$ cat src/rtl/gmii_tx_framer_if.sv
// Word-level packet bus into the GMII transmit framer.
// The master presents frame words; the framer (slave) returns a combinational ready.
interface gmii_tx_framer_if;
  logic [63:0] pkt_tx_data_i;
  logic [2:0]  pkt_tx_mod_i;
  logic        pkt_tx_sop_i;
  logic        pkt_tx_eop_i;
  logic        pkt_tx_val_i;
  logic        pkt_tx_rdy_o;

  modport master (
    output pkt_tx_data_i, pkt_tx_mod_i, pkt_tx_sop_i, pkt_tx_eop_i, pkt_tx_val_i,
    input  pkt_tx_rdy_o
  );

  modport slave (
    input  pkt_tx_data_i, pkt_tx_mod_i, pkt_tx_sop_i, pkt_tx_eop_i, pkt_tx_val_i,
    output pkt_tx_rdy_o
  );
endinterface

$ cat src/rtl/gmii_tx_framer.sv
// GMII transmit framer: preamble/SFD, byte-serialised data, underrun abort, 12-slot IFG.
// GMII_TX_FCS_APPEND_EN adds min-size padding and an appended Ethernet CRC-32.
module gmii_tx_framer (
  input  logic            tx_clk_i,
  input  logic            rst_tx_clk_n_i,
  input  logic            tx_clk_en_i,
  gmii_tx_framer_if.slave pkt,
  output logic [7:0]      gmii_tx_d_o,
  output logic            gmii_tx_en_o,
  output logic            gmii_tx_er_o,
  output logic            underrun_o
);

  typedef enum logic [2:0] {
    S_IDLE, S_PREAMBLE, S_SFD, S_DATA, S_PAD, S_FCS, S_IFG
  } state_t;

  state_t      r_state, w_state_nxt;
  logic [3:0]  r_slot,  w_slot_nxt;
  logic [2:0]  r_idx,   w_idx_nxt;
  logic [2:0]  r_last,  w_last_nxt;
  logic        r_eop,   w_eop_nxt;
  logic [63:0] r_word,  w_word_nxt;
  logic [7:0]  r_d,     w_d_nxt;
  logic        r_en,    w_en_nxt;
  logic        r_er,    w_er_nxt;
  logic        r_urun,  w_urun_nxt;
  logic        w_rdy, w_load, w_abort;
  logic [2:0]  w_idx_inc;

  assign w_idx_inc = r_idx + 3'd1;

`ifdef GMII_TX_FCS_APPEND_EN
  logic [15:0] r_cnt;
  logic [31:0] r_crc;
  logic [31:0] w_fcs;
  logic        w_byte_vld;

  assign w_fcs = ~r_crc;
  // every byte emitted in DATA or PAD (but not the error byte) is counted and CRC'd
  assign w_byte_vld = w_en_nxt & ~w_er_nxt &
                      ((w_state_nxt == S_DATA) || (w_state_nxt == S_PAD));

  function automatic logic [31:0] f_crc8(input logic [31:0] c, input logic [7:0] b);
    logic [31:0] r;
    r = c ^ {24'h0, b};
    for (int i = 0; i < 8; i++)
      r = r[0] ? ((r >> 1) ^ 32'hEDB8_8320) : (r >> 1);
    return r;
  endfunction
`endif

  always_comb begin
    w_state_nxt = r_state;
    w_slot_nxt  = r_slot;
    w_idx_nxt   = r_idx;
    w_last_nxt  = r_last;
    w_eop_nxt   = r_eop;
    w_word_nxt  = r_word;
    w_d_nxt     = 8'h00;
    w_en_nxt    = 1'b0;
    w_er_nxt    = 1'b0;
    w_urun_nxt  = 1'b0;
    w_rdy       = 1'b0;
    w_load      = 1'b0;
    w_abort     = 1'b0;
    case (r_state)
      S_IDLE: begin
        // sop words wait for the SFD slot; stray non-sop words are drained here
        w_rdy = ~pkt.pkt_tx_sop_i;
        if (pkt.pkt_tx_val_i && pkt.pkt_tx_sop_i) begin
          w_state_nxt = S_PREAMBLE;
          w_slot_nxt  = 4'd0;
          w_d_nxt     = 8'h55;
          w_en_nxt    = 1'b1;
        end
      end
      S_PREAMBLE: begin
        w_en_nxt = 1'b1;
        if (r_slot == 4'd6) begin
          w_state_nxt = S_SFD;
          w_d_nxt     = 8'hD5;
        end else begin
          w_slot_nxt = r_slot + 4'd1;
          w_d_nxt    = 8'h55;
        end
      end
      S_SFD: begin
        w_rdy = 1'b1;
        if (pkt.pkt_tx_val_i) w_load  = 1'b1;
        else                  w_abort = 1'b1;
      end
      S_DATA: begin
        if (r_idx != r_last) begin
          w_idx_nxt = w_idx_inc;
          w_d_nxt   = r_word[{w_idx_inc, 3'b000} +: 8];
          w_en_nxt  = 1'b1;
        end else if (!r_eop) begin
          w_rdy = 1'b1;
          if (pkt.pkt_tx_val_i && !pkt.pkt_tx_sop_i) w_load  = 1'b1;
          else                                        w_abort = 1'b1;
        end else begin
`ifdef GMII_TX_FCS_APPEND_EN
          w_en_nxt = 1'b1;
          if (r_cnt < 16'd60) begin
            w_state_nxt = S_PAD;
          end else begin
            w_state_nxt = S_FCS;
            w_slot_nxt  = 4'd0;
            w_d_nxt     = w_fcs[7:0];
          end
`else
          w_state_nxt = S_IFG;
          w_slot_nxt  = 4'd11;
`endif
        end
      end
`ifdef GMII_TX_FCS_APPEND_EN
      S_PAD: begin
        w_en_nxt = 1'b1;
        if (r_cnt >= 16'd60) begin
          w_state_nxt = S_FCS;
          w_slot_nxt  = 4'd0;
          w_d_nxt     = w_fcs[7:0];
        end
      end
      S_FCS: begin
        if (r_slot[1:0] == 2'd3) begin
          w_state_nxt = S_IFG;
          w_slot_nxt  = 4'd11;
        end else begin
          w_slot_nxt = r_slot + 4'd1;
          w_d_nxt    = w_fcs[{r_slot[1:0] + 2'd1, 3'b000} +: 8];
          w_en_nxt   = 1'b1;
        end
      end
`endif
      S_IFG: begin
        if (r_slot == 4'd0) w_state_nxt = S_IDLE;
        else                w_slot_nxt  = r_slot - 4'd1;
      end
      default: w_state_nxt = S_IDLE;
    endcase

    if (w_load) begin
      w_state_nxt = S_DATA;
      w_word_nxt  = pkt.pkt_tx_data_i;
      w_eop_nxt   = pkt.pkt_tx_eop_i;
      // mod-1 wraps 0 to 7, so mod=0 naturally selects all eight bytes
      w_last_nxt  = pkt.pkt_tx_eop_i ? (pkt.pkt_tx_mod_i - 3'd1) : 3'd7;
      w_idx_nxt   = 3'd0;
      w_d_nxt     = pkt.pkt_tx_data_i[7:0];
      w_en_nxt    = 1'b1;
    end

    // error byte occupies the first IFG slot, so 12 idle slots still follow it
    if (w_abort) begin
      w_state_nxt = S_IFG;
      w_slot_nxt  = 4'd12;
      w_d_nxt     = 8'h00;
      w_en_nxt    = 1'b1;
      w_er_nxt    = 1'b1;
      w_urun_nxt  = 1'b1;
    end
  end

  assign pkt.pkt_tx_rdy_o = tx_clk_en_i & rst_tx_clk_n_i & w_rdy;

  always_ff @(posedge tx_clk_i or negedge rst_tx_clk_n_i) begin
    if (!rst_tx_clk_n_i) begin
      r_state <= S_IDLE;
      r_slot  <= 4'd0;
      r_idx   <= 3'd0;
      r_last  <= 3'd0;
      r_eop   <= 1'b0;
      r_word  <= 64'h0;
      r_d     <= 8'h00;
      r_en    <= 1'b0;
      r_er    <= 1'b0;
      r_urun  <= 1'b0;
    end else if (tx_clk_en_i) begin
      r_state <= w_state_nxt;
      r_slot  <= w_slot_nxt;
      r_idx   <= w_idx_nxt;
      r_last  <= w_last_nxt;
      r_eop   <= w_eop_nxt;
      r_word  <= w_word_nxt;
      r_d     <= w_d_nxt;
      r_en    <= w_en_nxt;
      r_er    <= w_er_nxt;
      r_urun  <= w_urun_nxt;
    end
  end

`ifdef GMII_TX_FCS_APPEND_EN
  always_ff @(posedge tx_clk_i or negedge rst_tx_clk_n_i) begin
    if (!rst_tx_clk_n_i) begin
      r_cnt <= 16'd0;
      r_crc <= 32'hFFFF_FFFF;
    end else if (tx_clk_en_i) begin
      if (r_state == S_IDLE) begin
        r_cnt <= 16'd0;
        r_crc <= 32'hFFFF_FFFF;
      end else if (w_byte_vld) begin
        if (r_cnt != 16'hFFFF) r_cnt <= r_cnt + 16'd1;
        r_crc <= f_crc8(r_crc, w_d_nxt);
      end
    end
  end
`endif

  assign gmii_tx_d_o  = r_d;
  assign gmii_tx_en_o = r_en;
  assign gmii_tx_er_o = r_er;
  assign underrun_o   = r_urun;

endmodule

$ cat src/flat_wrapper.sv
// flat-port wrapper written by rule: the top's interface ports become plain ports
module gmii_tx_framer_flat 
  (tx_clk_i, rst_tx_clk_n_i, tx_clk_en_i, gmii_tx_d_o, gmii_tx_en_o, gmii_tx_er_o, underrun_o, pkt_pkt_tx_data_i, pkt_pkt_tx_mod_i, pkt_pkt_tx_sop_i, pkt_pkt_tx_eop_i, pkt_pkt_tx_val_i, pkt_pkt_tx_rdy_o);
  gmii_tx_framer_if pkt_i ();
  input  logic tx_clk_i;
  input  logic rst_tx_clk_n_i;
  input  logic tx_clk_en_i;
  output logic [7:0] gmii_tx_d_o;
  output logic gmii_tx_en_o;
  output logic gmii_tx_er_o;
  output logic underrun_o;
  input wire logic [$bits(pkt_i.pkt_tx_data_i)-1:0] pkt_pkt_tx_data_i;
  input wire logic [$bits(pkt_i.pkt_tx_mod_i)-1:0] pkt_pkt_tx_mod_i;
  input wire logic [$bits(pkt_i.pkt_tx_sop_i)-1:0] pkt_pkt_tx_sop_i;
  input wire logic [$bits(pkt_i.pkt_tx_eop_i)-1:0] pkt_pkt_tx_eop_i;
  input wire logic [$bits(pkt_i.pkt_tx_val_i)-1:0] pkt_pkt_tx_val_i;
  output wire logic [$bits(pkt_i.pkt_tx_rdy_o)-1:0] pkt_pkt_tx_rdy_o;
  assign pkt_i.pkt_tx_data_i = pkt_pkt_tx_data_i;
  assign pkt_i.pkt_tx_mod_i = pkt_pkt_tx_mod_i;
  assign pkt_i.pkt_tx_sop_i = pkt_pkt_tx_sop_i;
  assign pkt_i.pkt_tx_eop_i = pkt_pkt_tx_eop_i;
  assign pkt_i.pkt_tx_val_i = pkt_pkt_tx_val_i;
  assign pkt_pkt_tx_rdy_o = pkt_i.pkt_tx_rdy_o;
  gmii_tx_framer u_core (.tx_clk_i(tx_clk_i), .rst_tx_clk_n_i(rst_tx_clk_n_i), .tx_clk_en_i(tx_clk_en_i), .pkt(pkt_i), .gmii_tx_d_o(gmii_tx_d_o), .gmii_tx_en_o(gmii_tx_en_o), .gmii_tx_er_o(gmii_tx_er_o), .underrun_o(underrun_o));
endmodule
$ cat config.mk
export PLATFORM = sky130hd
export DESIGN_NAME = gmii_tx_framer_flat
export DESIGN_NICKNAME = d
export VERILOG_FILES = /design/src/rtl/gmii_tx_framer_if.sv /design/src/rtl/gmii_tx_framer.sv /design/src/flat_wrapper.sv
export SDC_FILE = /design/constraint.sdc
export NUM_CORES = 1
export LEC_CHECK = 0
export BUFFER_PORTS_ARGS = -buffer_cell sky130_fd_sc_hd__buf_2
export CAP_MARGIN = 5
export CELL_PAD_IN_SITES_DETAIL_PLACEMENT = 1
export CELL_PAD_IN_SITES_GLOBAL_PLACEMENT = 1
export CORE_AREA = 2 2 120 122
export CTS_CLUSTER_SIZE = 12
export DETAILED_ROUTE_END_ITERATION = 6
export DIE_AREA = 0 0 122 124
export PLACE_DENSITY_LB_ADDON = 0.1
export SYNTH_ARGS = -nofsm -noshare
export SYNTH_HDL_FRONTEND = slang
export SYNTH_SLANG_ARGS = --single-unit
$ cat constraint.sdc
create_clock -name tx_clk_i -period 5.88 [get_ports tx_clk_i]
set_input_delay 1.764 -clock tx_clk_i [delete_from_list [all_inputs] [get_ports tx_clk_i]]
set_output_delay 1.764 -clock tx_clk_i [all_outputs]
set_load 0.005 [all_outputs]
### Word level (Yosys, flattened, before mapping)

Cells that the tools add are included.

| word-level totals | value |
|---|---|
| memories | 0 |
| bits in writable memories | 0 |
| logic and storage cells | 90 |
| bits in read-only memories | 0 |
| output and inout bits | 12 |
| input port bits | 73 |
| register bits | 88 |
| latch bits | 0 |

| operators by class | value |
|---|---|
| divide/modulo/power cells | 0 |
| order comparisons | 0 |
| eq/ne operators | 17 |
| $mul | 0 |
| muxes and demuxes | 44 |
| shift operators | 1 |
| bitwise logic cells | 3 |
| add/subtract/negate cells | 4 |
| reductions and logical operators | 12 |

Operators with widths:

| kind | count |
|---|---|
| $shiftx A64 B7 Y8 | 1 |
| $mux W3 | 11 |
| $mux W8 | 4 |
| $mux W4 | 6 |
| $pmux W8 S3 | 1 |
| $ne A4 B1 Y1 const B | 4 |
| $pmux W4 S4 | 1 |
| $mux W1 | 15 |
| $pmux W3 S5 | 1 |
| $reduce_and A7 Y1 | 2 |
| $ne A3 B1 Y1 const B | 3 |
| $ne A3 B2 Y1 const B | 3 |
| $mux W7 | 1 |
| $eq A3 B2 Y1 const B | 2 |
| $pmux W1 S3 | 2 |
| $reduce_bool A5 Y1 | 1 |
| $add A4 B1 Y4 const B | 1 |
| $eq A4 B3 Y1 const B | 1 |
| $logic_not A4 Y1 | 1 |
| $ne A4 B2 Y1 const B | 1 |
| $pmux W1 S2 | 2 |
| $reduce_bool A2 Y1 | 2 |
| $sub A4 B1 Y4 const B | 1 |
| $add A3 B1 Y3 const B | 1 |
| 11 further kinds | 13 |

### Logic depth before layout (Yosys ltp)

Gate-level depths: netlist of run 1.

| depth | value |
|---|---|
| depth in word-level cells | 8 |
| depth in mapped cells | 9 |

### Least setup slack after synthesis of run 1

OpenSTA, ideal clock, no wires.

| timing path | value |
|---|---|
| path kind | input to output |
| from | input tx_clk_en_i |
| to | output pkt_pkt_tx_rdy_o |
| stages on the path | 4 |
| data arrival time | 2.531 ns |
| setup slack | 1.585 ns |
| buffers on the path | 2 |
| cells stage by stage | clkbuf_1 -> clkbuf_1 -> nand2_1 -> nor3_1 |

| on the way | value |
|---|---|
| longest elaborated chain between the ends | 2 |

RTL lines:

| what | RTL line | RTL |
|---|---|---|
| from (decl) | flat_wrapper.sv:7 | `input logic tx_clk_en_i;` |
| $and A1 B1 Y1 (2 in a row) | gmii_tx_framer.sv:167 | `assign pkt.pkt_tx_rdy_o = tx_clk_en_i & rst_tx_clk_n_i & w_rdy;` |
| to (decl) | flat_wrapper.sv:17 | `output wire logic [$bits(pkt_i.pkt_tx_rdy_o)-1:0] pkt_pkt_tx_rdy_o;` |

Every way passes these cells.

### Worst setup path after layout of run 1

| timing path | value |
|---|---|
| from | input rst_tx_clk_n_i |
| to | output pkt_pkt_tx_rdy_o |

| on the way | value |
|---|---|
| longest elaborated chain between the ends | 2 |

RTL lines:

| what | RTL line | RTL |
|---|---|---|
| from (decl) | flat_wrapper.sv:6 | `input logic rst_tx_clk_n_i;` |
| $and A1 B1 Y1 (2 in a row) | gmii_tx_framer.sv:167 |  |

Every way passes these cells.

==> impl_metrics.env, run 1 <==
export IMPL_initial_utilization_pct=34.4
export IMPL_synth_most_common_cell="dfrtp_1"
export IMPL_worstPathRequired_ns=4.12
export IMPL_die_w_um=122
export IMPL_clock_latency_ns=0.34
export IMPL_r2r_start="u_core.r_state[0]"
export IMPL_area_delta_synth_final_pct=16.2
export IMPL_dp_hpwl_um=7550
export IMPL_drt_wl_total_um=11000
export IMPL_pwr_share_comb_pct=42.7
export IMPL_post_cts_resized=0
export IMPL_p_sw_w=0.000940
export IMPL_setup_violations_final=0
export IMPL_multi_input_area_mm2=0.00232
export IMPL_hold_class="reg2reg"
export IMPL_clock_path_buffers=2
export IMPL_die_h_um=124
export IMPL_die_area_mm2=0.0151
export IMPL_synthSimpleGateAreaFrac_pct=6.37
export IMPL_routed_via_density=5.12
export IMPL_worst_r2r_endpoint="u_core.r_word[1]"
export IMPL_path_max_fanout=37
export IMPL_place_inst=580
export IMPL_synthCells=340
export IMPL_ant_nets=0
export IMPL_hold_buffers=0
export IMPL_synth_edf_count=0
export IMPL_fin_skew_ns=0.00629
export IMPL_dr_total_vias=3045
export IMPL_dr_first_iter_drc_count=101
export IMPL_overflow=0
export IMPL_slowest_delay_ns=0.40
export IMPL_powerDensity_mw_per_mm2=522
export IMPL_htreeDepth=3
export IMPL_syn_nets=416
export IMPL_nets=487
export IMPL_synth_compound_area_share_pct=10.3
export IMPL_grt_usage_pct=15.8
export IMPL_min_from="u_core.r_word[10]"
export IMPL_io_pins=85
export IMPL_finalMaxSlewViolations=0
export IMPL_fin_crit_sh_pct=73.4
export IMPL_layout_drive_gt1_share_pct=41.8
export IMPL_port_buffers=84
export IMPL_synth_seq_area_share_pct=46.7
export IMPL_min_path_cells=1
export IMPL_ys_ff_latch=88
export IMPL_netlist_top_cells_area="dfrtp_1 47%, mux2_4 16%, mux4_2 4.3%"
export IMPL_postSynth_topFlopCell="dfrtp_1"
export IMPL_drtPass1Iterations=4
export IMPL_avgSynthCellArea_um2=13.9
export IMPL_drc=0
export IMPL_start_kind="input pin"
export IMPL_holdPathEnd="u_core.r_word[10]"
export IMPL_max_freq_mhz=232
export IMPL_synth_commonest_cells="88 x dfrtp_1, 50 x mux2_4, 16 x nand2_1"
export IMPL_grt_max_degree=66
export IMPL_power_leakage_nw=2.58
export IMPL_synthXorXnorAreaFrac_pct=2.04
export IMPL_async_flop_share_pct=100
export IMPL_path_class="in2out"
export IMPL_whs_ns=0.482
export IMPL_cts_sinks=88
export IMPL_tns_ns=0
export IMPL_syn_area_mm2=0.00471
export IMPL_core_mm2=0.0137
export IMPL_tightest_slew_ns=1.18
export IMPL_finalCriticalPeriod_ns=4.32
export IMPL_seq_area_mm2=0.00220
export IMPL_yosysWarnings=0
export IMPL_crit_arrival_ns=2.55
export IMPL_cts_root_buffer="clkbuf_16"
export IMPL_internal_power_w=0.00192
export IMPL_grt_pass1_vias=3310
export IMPL_pwr_share_clk_pct=17.9
export IMPL_irDropWorstVdd_mv=0.163
export IMPL_synth_top_area_share_pct=46.7
export IMPL_synth_cell_types=57
export IMPL_synth_mux_area_share_pct=29.6
export IMPL_cts_tree="built"
export IMPL_slowest_stage="buf_4"
export IMPL_cts_buffers_inserted=9
export IMPL_cts_setup_buffers=0
export IMPL_rsz0062_at_grt="no"
export IMPL_synth_top_family_by_area="multiplexers"
export IMPL_seqPwrFrac_pct=39.4
export IMPL_cp_cell_sequence="buf_4 -> nand2_1 -> nor3_1 -> buf_2"
export IMPL_rows=43
export IMPL_maxCapViolCount=0
export IMPL_wl_per_cell_um=18.5
export IMPL_fill_cells=1473
export IMPL_switching_share_pct=32.9
export IMPL_hold_viol=0
export IMPL_path_clk_slew_ns=0.06
export IMPL_stdcell_count=595
export IMPL_reg2reg_slack_ns=2.91
export IMPL_r2r_cells=4
export IMPL_p_total_w=0.00286
export IMPL_crit_family="buffers and inverters"
export IMPL_gp_congestion=0.747
export IMPL_critPathBufInv=2
export IMPL_relSlewSlack_pct=21.5
export IMPL_synth_largest_area_cell="dfrtp_1"
export IMPL_outcome="completed"
export IMPL_antenna_found_initial=1
export IMPL_worst_setup_path_end_kind="output port"
export IMPL_synthAdderAreaFrac_pct=0.796
export IMPL_grt_pass1_wl_um=17900
cell usage in the layout, fill, tap and decap left out, types with 2 or more instances in the layout:
master / instances
a211o_1: 2
a21o_1: 2
a21oi_1: 9
a221o_1: 2
a22o_1: 2
a22oi_1: 15
a2bb2oi_1: 2
a31oi_1: 2
a41oi_1: 3
and4_1: 2
buf_2: 83
buf_4: 3
clkbuf_1: 3
clkbuf_16: 9
dfrtp_1: 88
ha_1: 3
inv_1: 8
mux2_1: 12
mux2_2: 11
mux2_4: 50
mux4_1: 7
mux4_2: 9
nand2_1: 15
nand2b_1: 2
nand3_1: 2
nor2_1: 9
nor2b_1: 4
nor3_1: 4
nor3b_1: 2
nor4_1: 3
o21a_1: 4
o21ai_0: 7
o2bb2ai_1: 5
xnor2_1: 2
xor2_1: 4
cell families (layout without fill, tap and decap cells):
logic type	count (synthesis)	count (layout)
AOI/OAI and AO/OA	65	65
xor gates and xnor gates	8	8
adders and majority gates	3	3
buffers and inverters	34	108
DFF	88	88
muxes	89	89
other	0	1
and+or+nand+nor	53	53
state kept, by name, indices dropped and copies added (netlist names):
name,flops
u_core.gmii_tx_er_o,1
u_core.gmii_tx_en_o,1
u_core.r_idx,3
u_core.r_slot,4
u_core.gmii_tx_d_o,8
u_core.r_eop,1
u_core.r_last,3
u_core.r_word,64
u_core.r_state,3
how the worst max path moves through the flow:
stage	startpoint	to	slack (ns)	depth (start not counted)
6_report	rst_tx_clk_n_i	pkt_pkt_tx_rdy_o	1.56	4
5_1_grt	rst_tx_clk_n_i	pkt_pkt_tx_rdy_o	1.41	4
4_1_cts	rst_tx_clk_n_i	pkt_pkt_tx_rdy_o	1.54	4
3_5_place_dp	rst_tx_clk_n_i	pkt_pkt_tx_rdy_o	1.54	4
3_3_place_gp	rst_tx_clk_n_i	pkt_pkt_tx_rdy_o	1.56	4
2_1_floorplan	tx_clk_en_i	pkt_pkt_tx_rdy_o	1.59	4
per-stage QoR:
stage	setup WS, ns	util [%]	area, um^2
after floorplan	1.59	-	4710
after global placement	1.56	38.0	5220
after detailed placement	1.54	38.0	5220
after CTS	1.54	39.9	5470
after global routing	1.41	39.9	5480
final	1.56	39.9	5480
power by group through the flow:
stage / clock network [W] / registers (W) / logic [W]
finish: 0.000513 / 0.00113 / 0.00122
global route: 0.000555 / 0.00117 / 0.00133
CTS: 0.000533 / 0.00113 / 0.00124
detailed placement: 0 / 0.00114 / 0.00124
global placement: 0 / 0.00113 / 0.00121
floorplan: 0 / 0.00102 / 0.00105
worst register-to-register path: stages, from the launching register on:
cell and delay, ns:
dfrtp_1 0.66, nor2b_1 0.55, a22o_4 0.36, nand2_4 0.61, mux2_1 0.66
area by class of cell:
class                   count  area share [%]
multi-input cells         218            42.4
flip-flops and latches     88            40.2
repair buffers             86            8.00
clock buffers              13            4.57
well taps                 180            4.11
inverters                   8           0.548
clock inverters             1          0.0914
diodes                      1          0.0457
per-layer routing:
metal / track usage, % / up-vias / part of all wire, % / wire length, um
met3: 3.48 / 12 / 4.2 / 464
li1: - / 1423 / - / -
met1: 21.3 / 1560 / 47 / 5160
met4: 7.11 / 0 / 1.7 / 191
met2: 24.2 / 50 / 47 / 5220
met5: 0 / - / 0 / 0
(Power assumes the default switching activity.)
==> run 2: changes to the inputs <==
==> constraint.sdc (replaced) <==
create_clock -name tx_clk_i -period 3.6 [get_ports tx_clk_i]
set_input_delay 1.08 -clock tx_clk_i [delete_from_list [all_inputs] [get_ports tx_clk_i]]
set_output_delay 1.08 -clock tx_clk_i [all_outputs]
set_load 0.005 [all_outputs]
==> run 2 against run 1 <==
Effect of this change: combinational power up 66%; register-to-register slack worse by 2.0 ns; via count up 2.0%; hold slack better by 0.010 ns; clock-buffer cell count down 1; clock power up 79%; largest power group unchanged; highest routed layer unchanged.
==> impl_metrics.env, run 2 (synthesis results as in run 1) <==
export IMPL_powerDensity_mw_per_mm2=862
export IMPL_maxCapViolCount=0
export IMPL_grt_usage_pct=16.2
export IMPL_drt_wl_total_um=11500
export IMPL_place_inst=586
export IMPL_seqPwrFrac_pct=38.6
export IMPL_cts_buffers_inserted=9
export IMPL_dr_first_iter_drc_count=133
export IMPL_wl_per_cell_um=19.2
export IMPL_p_total_w=0.00480
export IMPL_min_path_cells=1
export IMPL_io_pins=85
export IMPL_ant_nets=0
export IMPL_wl_met2_um=5730
export IMPL_dr_wl_met3_um=322
export IMPL_port_buffers=84
export IMPL_setup_violations_final=0
export IMPL_relSlewSlack_pct=39.2
export IMPL_hold_viol=0
export IMPL_rsz0062_at_grt="no"
export IMPL_fill_cells=1470
export IMPL_die_w_um=122
export IMPL_fin_crit_sh_pct=84.5
export IMPL_dp_hpwl_um=8170
export IMPL_die_h_um=124
export IMPL_start_kind="flip-flop"
export IMPL_clock_latency_ns=0.34
export IMPL_pwr_share_comb_pct=42.3
export IMPL_met1Wirelength_um=5310
export IMPL_drtPass1Iterations=4
export IMPL_finalCriticalPeriod_ns=3.04
export IMPL_tightest_slew_ns=0.912
export IMPL_grt_pass1_wl_um=18600
export IMPL_routed_via_density=5.17
export IMPL_rows=43
export IMPL_top_register="u_core.r_word"
export IMPL_path_max_fanout=6
export IMPL_worst_setup_path_end_kind="output port"
export IMPL_final_core_util_pct=40.6
export IMPL_irDropWorstVdd_mv=0.305
export IMPL_post_cts_resized=0
export IMPL_stdcell_area_mm2=0.00557
export IMPL_max_freq_mhz=329
export IMPL_htreeDepth=3
export IMPL_worstPathRequired_ns=2.52
export IMPL_p_sw_w=0.00157
export IMPL_die_area_mm2=0.0151
export IMPL_nets=493
export IMPL_cts_tree="built"
export IMPL_outcome="completed"
export IMPL_core_mm2=0.0137
export IMPL_power_leakage_nw=2.63
export IMPL_crit_arrival_ns=1.96
export IMPL_pwr_share_clk_pct=19.1
export IMPL_highest_layer="met4"
export IMPL_stdcell_count=601
export IMPL_grt_pass1_vias=3446
export IMPL_largest_reg_flops=64
export IMPL_fin_skew_ns=0.00409
export IMPL_gp_congestion=0.763
export IMPL_cts_sinks=88
export IMPL_antenna_found_initial=0
export IMPL_clock_path_buffers=2
export IMPL_overflow=0
export IMPL_hold_buffers=0
export IMPL_seq_area_mm2=0.00220
export IMPL_drc=0
export IMPL_path_class="reg2out"
export IMPL_final_cell_mix="88 x dfrtp_1, 83 x buf_2, 50 x mux2_4, 15 x nand2_1, 15 x a22oi_1"
export IMPL_cts_root_buffer="clkbuf_16"
export IMPL_layout_drive_gt1_share_pct=43.0
export IMPL_multi_input_area_mm2=0.00232
export IMPL_area_delta_synth_final_pct=18.1
export IMPL_finalMaxSlewViolations=0
export IMPL_path_clk_slew_ns=0.06
export IMPL_initial_utilization_pct=34.4
export IMPL_tns_ns=0
export IMPL_grt_max_degree=69
export IMPL_r2r_cells=5
export IMPL_n_antenna_cell=0
export IMPL_layout_commonest_cell="dfrtp_1"
export IMPL_place_area_mm2=0.00528
export IMPL_internal_power_w=0.00322
export IMPL_switching_share_pct=32.8
export IMPL_dr_total_vias=3106
export IMPL_hold_class="reg2reg"
export IMPL_cts_setup_buffers=0
## run 2: changes by cell type in the layout (fill, tap and decap cells not counted), sizes merged
cell / previous run / this run
buf: 86 / 92
bufinv: 0 / 1
clkbuf: 13 / 12
clkinvlp: 0 / 1
diode: 1 / 0
## run 2: worst max-delay path, cell delays in order (launching register included)
cell and delay (ns):
dfrtp_1 0.64, xor2_4 0.17, nor4_1 0.42, nor2_1 0.09, nor3_1 0.16, buf_2 0.14
## run 2: routing by layer
layer	GRT usage, %	vias to the layer above
met5	0	-
met4	6.25	0
met3	2.29	14
met2	27.9	56
met1	20.9	1601
li1	-	1435
## run 2: final cells by class
type                       count  area share [%]
timing repair buffer          92            8.90
tap                          180            4.05
clock inverter                 3           0.764
sequential                    88            39.6
multi-input combinational    218            41.7
inverter                       8           0.540
clock buffer                  12            4.43
## run 2: power by group through the flow
stage	Sequential (W)	Clock (W)	Combinational [W]
after global routing	0.00192	0.000986	0.00222
after CTS	0.00186	0.000948	0.00206
after floorplan	0.00167	0	0.00171
after detailed placement	0.00186	0	0.00206
after global placement	0.00184	0	0.00201
final	0.00185	0.000916	0.00203
## run 2: path summary, 6_finish.rpt
path | start | endpoint | slack [ns]
worst max register to register | u_core.r_idx[0] | u_core.gmii_tx_d_o[7] | 0.95
worst max-delay path | u_core.r_idx[0] | pkt_pkt_tx_rdy_o | 0.56
worst min-delay path | u_core.r_word[11] | u_core.r_word[11] | 0.49
worst min register to register | u_core.r_word[11] | u_core.r_word[11] | 0.49
max in group asynchronous | rst_tx_clk_n_i | u_core.r_word[30] | 1.78
min in group asynchronous | rst_tx_clk_n_i | u_core.r_state[2] | 0.62
## run 2: stage by stage
stage,setup WS [ns],hold WS [ns]
final,0.558,0.492
after global routing,0.359,0.521
after CTS,0.505,0.498
after detailed placement,0.618,0.481
after global placement,0.670,0.467
after floorplan,0.673,0.456
